**src/rtl/synchronous_fifo_reader_if.sv**
```systemverilog
// rtl/synchronous_fifo_reader_if.sv - output stream bundle of the FIFO read-side controller
// The reader drives the master side; the downstream consumer uses the slave side.
interface synchronous_fifo_reader_if #(
   parameter int DATA_WIDTH = 8
);
   logic                  out_valid;
   logic                  out_ready;
   logic [DATA_WIDTH-1:0] out_data;

   modport master (
      output out_valid,
      output out_data,
      input  out_ready
   );

   modport slave (
      input  out_valid,
      input  out_data,
      output out_ready
   );
endinterface

```
**src/rtl/synchronous_fifo_reader.sv**
```systemverilog
// rtl/synchronous_fifo_reader.sv - read-side controller for the synchronous FIFO
// Registered poll, 2-slot output buffer, valid/ready stream out, transfer counter.
module synchronous_fifo_reader #(
   parameter int DATA_WIDTH  = 8,
   parameter int COUNT_WIDTH = 16
) (
   input  logic                        clk,
   input  logic                        rst,
   input  logic [DATA_WIDTH-1:0]       fifo_head,
   input  logic                        fifo_empty,
   output logic                        fifo_poll,
   input  logic                        flush,
   synchronous_fifo_reader_if.master   stream,
   output logic [1:0]                  occupancy,
   output logic [COUNT_WIDTH-1:0]      words_read
);

   logic [DATA_WIDTH-1:0] slot0;
   logic [DATA_WIDTH-1:0] slot1;
   logic [DATA_WIDTH-1:0] slot0_next;
   logic [DATA_WIDTH-1:0] slot1_next;
   logic                  pop;
   logic                  consume;
   logic                  poll_next;
   logic [1:0]            occ_shift;
   logic [1:0]            occ_next;

   assign stream.out_valid = (occupancy != 2'd0);
   assign stream.out_data  = slot0;

   always_comb begin
      pop        = fifo_poll && !fifo_empty;
      consume    = (occupancy != 2'd0) && stream.out_ready;
      occ_shift  = occupancy - {1'b0, consume};
      occ_next   = occ_shift + {1'b0, pop};
      slot0_next = slot0;
      slot1_next = slot1;

      // Only shift when slot1 really holds a word, so out_data keeps the
      // last delivered word once the buffer drains.
      if (consume && (occupancy == 2'd2)) begin
         slot0_next = slot1;
      end

      if (pop) begin
         if (occ_shift == 2'd0) begin
            slot0_next = fifo_head;
         end else begin
            slot1_next = fifo_head;
         end
      end

      // Discarded words never reach the slots; out_data simply holds.
      if (flush) begin
         occ_next   = 2'd0;
         slot0_next = slot0;
         slot1_next = slot1;
      end

      poll_next = !flush && (occ_next <= 2'd1);
   end

   always_ff @(posedge clk or negedge rst) begin
      if (!rst) begin
         fifo_poll  <= 1'b0;
         occupancy  <= 2'd0;
         slot0      <= '0;
         slot1      <= '0;
         words_read <= '0;
      end else begin
         fifo_poll <= poll_next;
         occupancy <= occ_next;
         slot0     <= slot0_next;
         slot1     <= slot1_next;
         if (consume) begin
            words_read <= words_read + COUNT_WIDTH'(1);
         end
      end
   end

endmodule

```
**src/flat_wrapper.sv**
```systemverilog
// flat-port wrapper written by rule: the top's interface ports become plain ports
module synchronous_fifo_reader_flat 
#(
   parameter int DATA_WIDTH  = 8,
   parameter int COUNT_WIDTH = 16
)
  (clk, rst, fifo_head, fifo_empty, fifo_poll, flush, occupancy, words_read, stream_out_valid, stream_out_data, stream_out_ready);
  synchronous_fifo_reader_if #(.DATA_WIDTH(DATA_WIDTH)) stream_i ();
  input  logic clk;
  input  logic rst;
  input  logic [DATA_WIDTH-1:0] fifo_head;
  input  logic fifo_empty;
  output logic fifo_poll;
  input  logic flush;
  output logic [1:0] occupancy;
  output logic [COUNT_WIDTH-1:0] words_read;
  output wire logic [$bits(stream_i.out_valid)-1:0] stream_out_valid;
  output wire logic [$bits(stream_i.out_data)-1:0] stream_out_data;
  input wire logic [$bits(stream_i.out_ready)-1:0] stream_out_ready;
  assign stream_out_valid = stream_i.out_valid;
  assign stream_out_data = stream_i.out_data;
  assign stream_i.out_ready = stream_out_ready;
  synchronous_fifo_reader #(.DATA_WIDTH(DATA_WIDTH), .COUNT_WIDTH(COUNT_WIDTH)) u_core (.clk(clk), .rst(rst), .fifo_head(fifo_head), .fifo_empty(fifo_empty), .fifo_poll(fifo_poll), .flush(flush), .stream(stream_i), .occupancy(occupancy), .words_read(words_read));
endmodule
```
**config.mk**
```make
export PLATFORM = sky130hd
export DESIGN_NAME = synchronous_fifo_reader_flat
export DESIGN_NICKNAME = d
export VERILOG_FILES = /design/src/rtl/synchronous_fifo_reader_if.sv /design/src/rtl/synchronous_fifo_reader.sv /design/src/flat_wrapper.sv
export SDC_FILE = /design/constraint.sdc
export NUM_CORES = 1
export LEC_CHECK = 0
export CAP_MARGIN = 20
export CORE_MARGIN = 3
export CORE_UTILIZATION = 51
export CTS_CLUSTER_DIAMETER = 100
export CTS_CLUSTER_SIZE = 8
export DETAILED_ROUTE_END_ITERATION = 7
export PLACE_DENSITY = 0.83
export SYNTH_ARGS = -nofsm -noshare
export SYNTH_HDL_FRONTEND = slang
export SYNTH_SLANG_ARGS = --single-unit
```
**constraint.sdc**
```tcl
create_clock -name clk -period 5 [get_ports clk]
set_input_delay 1.5 -clock clk [delete_from_list [all_inputs] [get_ports clk]]
set_output_delay 1.5 -clock clk [all_outputs]
set_load 0.01 [all_outputs]
```
==> results of run 1 <==
==> cells in the final DEF (no fill, tap or decap) <==
cell and n:
clkinv_2 1, a22oi_1 8, bufinv_16 1, nand4bb_1 1
nor2b_1 1, dfrtp_1 35, and4_1 2, xor2_2 1
nor2_1 7, clkdlybuf4s50_1 40, nor4_2 1, ha_1 3
and3_1 2, buf_4 1, a31oi_2 1, clkinv_4 1
xnor2_1 10, o21ai_0 8, o21a_1 1, nand2_1 5
or2_2 1, nor3_1 2, o41ai_2 1, clkbuf_4 5
nand3_1 5, nand2b_1 2, inv_1 11, mux2_2 9
xor2_1 6, nor3_4 1, nand4_1 4
==> registers in the layout (all words and copies together), names as in the netlist <==
signal	cells
u_core.fifo_poll	1
u_core.occupancy	2
u_core.slot1	8
u_core.stream.out_data	8
u_core.words_read	16
==> layout make-up <==
class,count,area (µm²)
Clock buffer,5,37.5
Sequential cell,35,876
Fill cell,198,752
Clock inverter,3,43.8
Inverter,11,41.3
Tap cell,31,38.8
Multi-Input combinational cell,82,632
Timing Repair Buffer,41,408
==> kinds of logic (layout without fill, tap and decap cells) <==
kind of cell / Yosys count / after routing / synth area share [%]
compound gates: 19 / 19 / 8.76
xor+xnor: 17 / 17 / 10.0
fa+ha+maj: 3 / 3 / 2.41
buf+inv: 13 / 60 / 3.21
flops: 35 / 35 / 56.2
mux: 9 / 9 / 6.51
simple gates: 34 / 34 / 12.9
==> worst register-to-register path, cell delays in order (launching register included) <==
cell     delay [ns]
dfrtp_1        0.47
o21a_1         0.29
ha_1           0.34
inv_1          0.10
nor4_2         0.71
a22oi_1        0.16
o21ai_0        0.12
==> routing by layer <==
| metal | up-vias | part of all wire (%) |
|---|---|---|
| met4 | 0 | 1.8 |
| met5 | - | 0 |
| met3 | 5 | 5.7 |
| met2 | 37 | 49 |
| met1 | 557 | 43 |
| li1 | 544 | - |
==> worst min-delay path by stage <==
stage	from	endpoint	slack [ns]
finish	u_core.words_read[15]	u_core.words_read[15]	0.51
global route	u_core.words_read[15]	u_core.words_read[15]	0.52
CTS	u_core.words_read[13]	u_core.words_read[13]	0.52
detailed placement	u_core.words_read[13]	u_core.words_read[13]	0.50
global placement	u_core.words_read[15]	u_core.words_read[15]	0.47
floorplan	u_core.slot1[0]	u_core.stream.out_data[0]	0.48
==> report_power, final <==
part | internal (mW) | switching [mW] | total [mW]
logic | 0.192 | 0.143 | 0.335
registers | 0.371 | 0.0650 | 0.436
clock network | 0.105 | 0.103 | 0.208
total | 0.668 | 0.311 | 0.979
==> metrics by stage <==
| step | util, % | setup slack, ns | hold WS (ns) | power [mW] |
|---|---|---|---|---|
| final | 73.4 | 1.61 | 0.511 | 0.979 |
| after global routing | 73.4 | 1.48 | 0.522 | 1.05 |
| after CTS | 73.4 | 1.62 | 0.518 | 0.988 |
| after detailed placement | 70.5 | 1.23 | 0.498 | 0.780 |
| after global placement | 70.5 | 1.33 | 0.465 | 0.764 |
| after floorplan | - | 1.94 | 0.480 | 0.607 |
==> flow_summary.ini, run 1 <==
[status]
status = finished clean

[timing]
finalHoldViolations = 0
fin_crit_sh_pct = 67.7
finalSetupTns_ns = 0
max_slew_margin_pct = 48.8
setup_viol = 0
rsz0062_at_grt = false
fin_skew_ns = 0.0119
worstMarginPinSlew_ns = 0.762
fin_crit_ns = 3.39
drv_slew = 0
fmax_mhz = 295

[setup_path]
crit_family = buffers and inverters
path_depth = 7
required_ns = 5.24
crit_path_start_kind = primary input
crit_type = in2reg
timing.rr.end = u_core.stream.out_data[3]
arrival_ns = 3.62
cpPeakStageDelay_ns = 0.48
worstPathCellList = clkdlybuf4s50_1, o21a_1, ha_1, xor2_2, nor2_1, nor3_4, mux2_2
endpoint_kind = flop
rrSetupSlack_ns = 2.73
crit_path_end = u_core.slot1[0]
slowest_stage = clkdlybuf4s50_1
reg2reg_depth = 6
worst_r2r_startpoint = u_core.occupancy[1]
startpoint = stream_out_ready
path_buf_inv = 1
path_max_fanout = 8

[grt]
globalRouteTotalUtil_pct = 19.6
grt_pass1_wl_um = 5240
grt_pass1_vias = 1109
met3_usage_pct = 4.82
met2_usage_pct = 30.5
met1_usage_pct = 25.5
grt_remaining_overflow = 0
antenna_found_initial = 0
busiest_layer = met2
grt_max_degree = 36

[logic_synthesis]
async_flop_share_pct = 100
yosys.cell_count.top_type = dfrtp_1
synth_edf_count = 0
synth_area_leaders = dfrtp_1 56%, mux2_2 6.5%, xnor2_1 5.6%
netlist_area_mm2 = 0.00156
ys_seq_area_share_pct = 56.2
synth_area_leader_cell = dfrtp_1
syn-num-nets = 146
yosys.area.top_type_share_pct = 56.2
yosysUniqueCellTypes = 27
synth-seq-cells = 35
ys_warn_count = 0
synth_commonest_cells = 35 x dfrtp_1, 11 x inv_1, 10 x xnor2_1, 9 x mux2_2
ys.flop_type = dfrtp_1
syn_inst = 130
syn_avg_cell_area_um2 = 12.0

[cts]
cts_setup_buffers = 0
clock-sinks = 35
clkTransAtPathRegs_ns = 0.11
postCtsHoldBufs = 0
cts_tree = yes
clock_path_buffers = 2
htreeDepth = 2
numCtsBuffers = 5
clkLatencyLatePin_ns = 0.35
cts_root_buf = clkbuf_4
ctsResizeCount = 0

[floorplan]
core_mm2 = 0.00283
die_h_um = 61.3
num_rows = 19
dieArea_mm2 = 0.00375
chipWidth_um = 61.3
io_pins = 41
start_util_pct = 55.1

[detailed_routing]
via_per_inst = 5.50
remaining_drc_errors = 0
vias = 1143
drt_pre_antenna_iters = 4
first_iter_violations = 75
final_antenna_net_count = 0
routedWlPerCell_um = 15.4
wirelength_um = 3210

[final_layout]
antennaDiodeCount = 0
fin_area_mm2 = 0.00208
synthToLayoutAreaGrowth_pct = 33.3
final_net_count = 192
final_layout_size_suffix_gt1_share_pct = 13.6
fin_cells = 208

[placed_design]
dp_hpwl_um = 2280
globalplace.congestion = 0.777
placed_area_mm2 = 0.00200
placed_cells = 200
port_buffers = 40

[power_and_ir_drop]
max-vdd-ir-drop_uv = 293
power.static_leakage_nw = 0.917
power_density_mw_per_mm2 = 471

[min_path]
holdPathStages = 1
hp-class = reg2reg

[job]
drv_cap = 0
Note: power is estimated with default switching activity, not from simulation.
==> run 2: changes to the inputs <==
CORE_UTILIZATION = 47   (was 51)
PLACE_DENSITY = 0.78   (was 0.83)
clock period = 3.4 ns   (was 5 ns; I/O delays follow)
==> run 2 against run 1 <==
Effect of this change: cell count increased by 6.7%; combinational power is 50% higher; first-iteration DRC count fell by 20%; flip-flop and latch count stayed put; global-route usage down 1.2 points; sequential power grew 47%; worst hold slack lost 0.031 ns; non-clock buffer count up 1; critical endpoint is now u_core.slot1[2]; largest cell class unchanged; highest routed layer unchanged.
==> flow_summary.ini, run 2 (synthesis results as in run 1) <==
[status]
status = finished clean

[final_layout]
layout_common_cells = 40 x clkdlybuf4s50_1, 35 x dfrtp_1, 11 x inv_1
final_layout_size_suffix_gt1_share_pct = 14.0
antennaDiodeCount = 0
largest_register_ffs = 16
final_net_count = 193
synthToLayoutAreaGrowth_pct = 36.4
regMostFlops = u_core.words_read
final_common_cell = clkdlybuf4s50_1
nFillCells = 253

[setup_path]
arrival_ns = 3.03
crit_type = in2reg
endpoint_kind = flop
cpPeakStageDelay_ns = 0.48
crit_path_start_kind = primary input
path_buf_inv = 1
crit_family = buffers and inverters
worstPathCellList = clkdlybuf4s50_1, o21a_1, ha_1, xor2_2, nor2_1, nor3_4, mux2_2
slowest_stage = clkdlybuf4s50_1
path_max_fanout = 8
required_ns = 3.63

[floorplan]
io_pins = 41
core_mm2 = 0.00310
dieArea_mm2 = 0.00404
num_rows = 20
start_util_pct = 50.2
chipWidth_um = 63.6
die_h_um = 63.6

[placed_design]
port_buffers = 40
dp_hpwl_um = 2270
globalplace.congestion = 0.824

[timing]
worstMarginPinSlew_ns = 0.680
fmax_mhz = 357
drv_slew = 0
rsz0062_at_grt = false
fin_skew_ns = 0.00862
finalSetupTns_ns = 0
fin_crit_sh_pct = 82.4
setup_viol = 0
max_slew_margin_pct = 54.3
fin_crit_ns = 2.80
finalHoldViolations = 0

[detailed_routing]
routedWlPerCell_um = 14.4
first_iter_violations = 60
via_per_inst = 5.09
final_antenna_net_count = 0
wirelength_um = 3190
vias = 1130
drt_pre_antenna_iters = 4
remaining_drc_errors = 0

[cts]
cts_setup_buffers = 0
clock_path_buffers = 2
numCtsBuffers = 5
htreeDepth = 2
clkTransAtPathRegs_ns = 0.10
cts_tree = yes
ctsResizeCount = 0
clock-sinks = 35
postCtsHoldBufs = 0
clkLatencyLatePin_ns = 0.34
cts_root_buf = clkbuf_4

[power_and_ir_drop]
power.static_leakage_nw = 0.929
max-vdd-ir-drop_uv = 353
total_power_mw = 1.52
power_density_mw_per_mm2 = 714

[min_path]
hp-class = reg2reg

[grt]
grt_pass1_wl_um = 5750
antenna_found_initial = 0
grt_max_degree = 36
grt_pass1_vias = 1182
globalRouteTotalUtil_pct = 18.4
grt_remaining_overflow = 0

[job]
drv_cap = 0
-- run 2: cell types whose count changed in the layout (fill, tap and decap cells not counted) --
cell / delta
buf_4: +1
clkinv_4: -1
bufinv_16: +1
clkinvlp_4: +1
clkinv_2: -1
-- run 2: layout make-up --
type | count | area [µm²] | area share [%]
Tap cell | 44 | 55.1 | 2.59
Multi-Input combinational cell | 82 | 632 | 29.7
Clock buffer | 5 | 37.5 | 1.77
Sequential cell | 35 | 876 | 41.2
Clock inverter | 3 | 67.6 | 3.18
Inverter | 11 | 41.3 | 1.94
Timing Repair Buffer | 42 | 415 | 19.6
-- run 2: through the flow --
step	setup slack [ns]	instances	hold slack, ns	instance area, µm²	util (%)
2_1_floorplan	0.817	130	0.480	1560	-
3_3_place_gp	0.393	214	0.464	2020	65.1
3_5_place_dp	0.251	214	0.469	2020	65.1
4_1_cts	0.615	222	0.489	2120	68.5
5_1_grt	0.505	222	0.508	2120	68.5
6_report	0.600	222	0.480	2120	68.5
-- run 2: routing by layer --
layer,wire (µm),vias up,global-route usage [%]
li1,-,544,-
met1,1440,540,23.4
met2,1490,40,28.8
met3,218,6,6.77
met4,44,0,6.20
met5,0,-,0
-- run 2: worst paths after layout --
check / to / from / slack [ns] / cells after the start
min in group asynchronous: u_core.occupancy[0] / rst / 1.07 / 2
worst max-delay path: u_core.slot1[2] / stream_out_ready / 0.60 / 7
worst min register to register: u_core.words_read[15] / u_core.words_read[15] / 0.48 / 1
worst min-delay path: u_core.words_read[15] / u_core.words_read[15] / 0.48 / 1
max in group asynchronous: u_core.words_read[0] / rst / 2.02 / 2
worst max register to register: u_core.slot1[2] / u_core.occupancy[1] / 1.25 / 6
-- run 2: where the power goes --
| part | internal, mW | total (mW) | switching, mW |
|---|---|---|---|
| Sequential | 0.546 | 0.641 | 0.0955 |
| Combinational | 0.287 | 0.503 | 0.216 |
| Clock | 0.229 | 0.373 | 0.144 |
==> run 3: changes to the inputs <==
clock period = 2.7 ns   (was 3.4 ns; I/O delays follow)
==> run 3 against run 2 <==
Effect of this change: power is 18% higher; flip-flop and latch count stayed put; clock power is 12% lower; die area stayed put; sequential share of layout area hardly changed; first-iteration DRC count is 20% lower; non-clock buffer count is 4 higher; sequential power is 27% higher; utilization is 0.081 points lower; critical path type unchanged; critical endpoint is now u_core.slot1[6]; largest power group unchanged.
==> flow_summary.ini, run 3 (synthesis results as in run 1) <==
[min_path]
hold_end = u_core.words_read[15]
hp-class = reg2reg
holdPathStages = 1
min_from = u_core.words_read[15]

[final_layout]
antennaDiodeCount = 0
layout_common_cells = 40 x clkdlybuf4s50_1, 35 x dfrtp_1, 11 x inv_1
final_common_cell = clkdlybuf4s50_1
final_layout_size_suffix_gt1_share_pct = 15.9
regMostFlops = u_core.words_read
fin_area_mm2 = 0.00212
final_net_count = 197
synthToLayoutAreaGrowth_pct = 36.2
multi_input_area_um2 = 632
largest_register_ffs = 16
fin_cells = 226
nFillCells = 258
regArea_um2 = 876
post-route-util_pct = 68.4

[setup_path]
reg2reg_depth = 6
required_ns = 2.94
crit_type = in2reg
worstPathCellList = clkdlybuf4s50_1, o21a_1, ha_1, inv_1, nor2_1, nor3_4, mux2_2
path_buf_inv = 2
worst_r2r_startpoint = u_core.occupancy[1]
path_max_fanout = 8
endpoint_kind = flop
path_depth = 7
crit_path_start_kind = primary input
slowest_stage = clkdlybuf4s50_1
crit_family = buffers and inverters
timing.rr.end = u_core.slot1[6]
cpPeakStageDelay_ns = 0.48
arrival_ns = 2.67
rrSetupSlack_ns = 0.64

[timing]
drv_slew = 0
worstMarginPinSlew_ns = 0.427
finalHoldViolations = 0
fmax_mhz = 411
whs_ns = 0.486
setup_viol = 0
fin_crit_sh_pct = 90.1
finalSetupTns_ns = 0
fin_skew_ns = 0.00566
setup_ws_ns = 0.268
fin_crit_ns = 2.43
max_slew_margin_pct = 71.5
rsz0062_at_grt = false

[placed_design]
placed_cells = 218
placed_area_mm2 = 0.00205
globalplace.congestion = 0.823
dp_slack_ns = -0.101
dp_hpwl_um = 2430
port_buffers = 40

[grt]
antenna_found_initial = 0
grt_pass1_vias = 1293
globalRouteTotalUtil_pct = 18.6
grt_max_degree = 36
grt_pass1_wl_um = 5840
grt_remaining_overflow = 0

[job]
drv_cap = 0

[detailed_routing]
first_iter_violations = 48
drt_pre_antenna_iters = 4
via_per_inst = 5.23
final_antenna_net_count = 0
vias = 1183
remaining_drc_errors = 0
wirelength_um = 3300
routedWlPerCell_um = 14.6

[power_and_ir_drop]
total_power_mw = 1.80
power.static_leakage_nw = 0.936
power_density_mw_per_mm2 = 847
max-vdd-ir-drop_uv = 438

[floorplan]
die_h_um = 63.6
num_rows = 20
core_mm2 = 0.00310
dieArea_mm2 = 0.00404
io_pins = 41
chipWidth_um = 63.6
start_util_pct = 50.2

[cts]
numCtsBuffers = 5
cts_root_buf = clkbuf_4
clkTransAtPathRegs_ns = 0.11
ctsResizeCount = 0
clock-sinks = 35
postCtsHoldBufs = 0
clock_path_buffers = 2
cts_tree = yes
htreeDepth = 2
clkLatencyLatePin_ns = 0.34
cts_setup_buffers = 0

[status]
status = finished clean
==> run 3: report_power, final <==
group / leakage [nW] / internal [mW] / switching (mW)
clock: 0.0375 / 0.152 / 0.176
combinational: 0.449 / 0.377 / 0.281
sequential: 0.450 / 0.687 / 0.124
==> run 3: per-layer routing <==
layer / track usage [%] / routed length (µm) / vias up
met4: 7.82 / 83 / 0
met1: 21.0 / 1360 / 572
met5: 0 / 0 / -
li1: - / - / 553
met3: 7.66 / 224 / 10
met2: 30.8 / 1620 / 48
==> run 3: worst max-delay path by stage <==
stage	slack, ns	end	from
2_1_floorplan	0.33	u_core.slot1[0]	stream_out_ready
3_3_place_gp	0.006	u_core.slot1[2]	stream_out_ready
3_5_place_dp	-0.10	u_core.slot1[6]	stream_out_ready
4_1_cts	0.27	u_core.slot1[6]	stream_out_ready
5_1_grt	0.17	u_core.slot1[6]	stream_out_ready
6_report	0.27	u_core.slot1[6]	stream_out_ready
==> run 3: cell type report <==
type / count / share of cell area, %
Sequential cell: 35 / 41.3
Clock buffer: 7 / 3.07
Timing Repair Buffer: 46 / 21.0
Multi-Input combinational cell: 82 / 29.8
Inverter: 11 / 1.95
Clock inverter: 1 / 0.354
Tap cell: 44 / 2.59
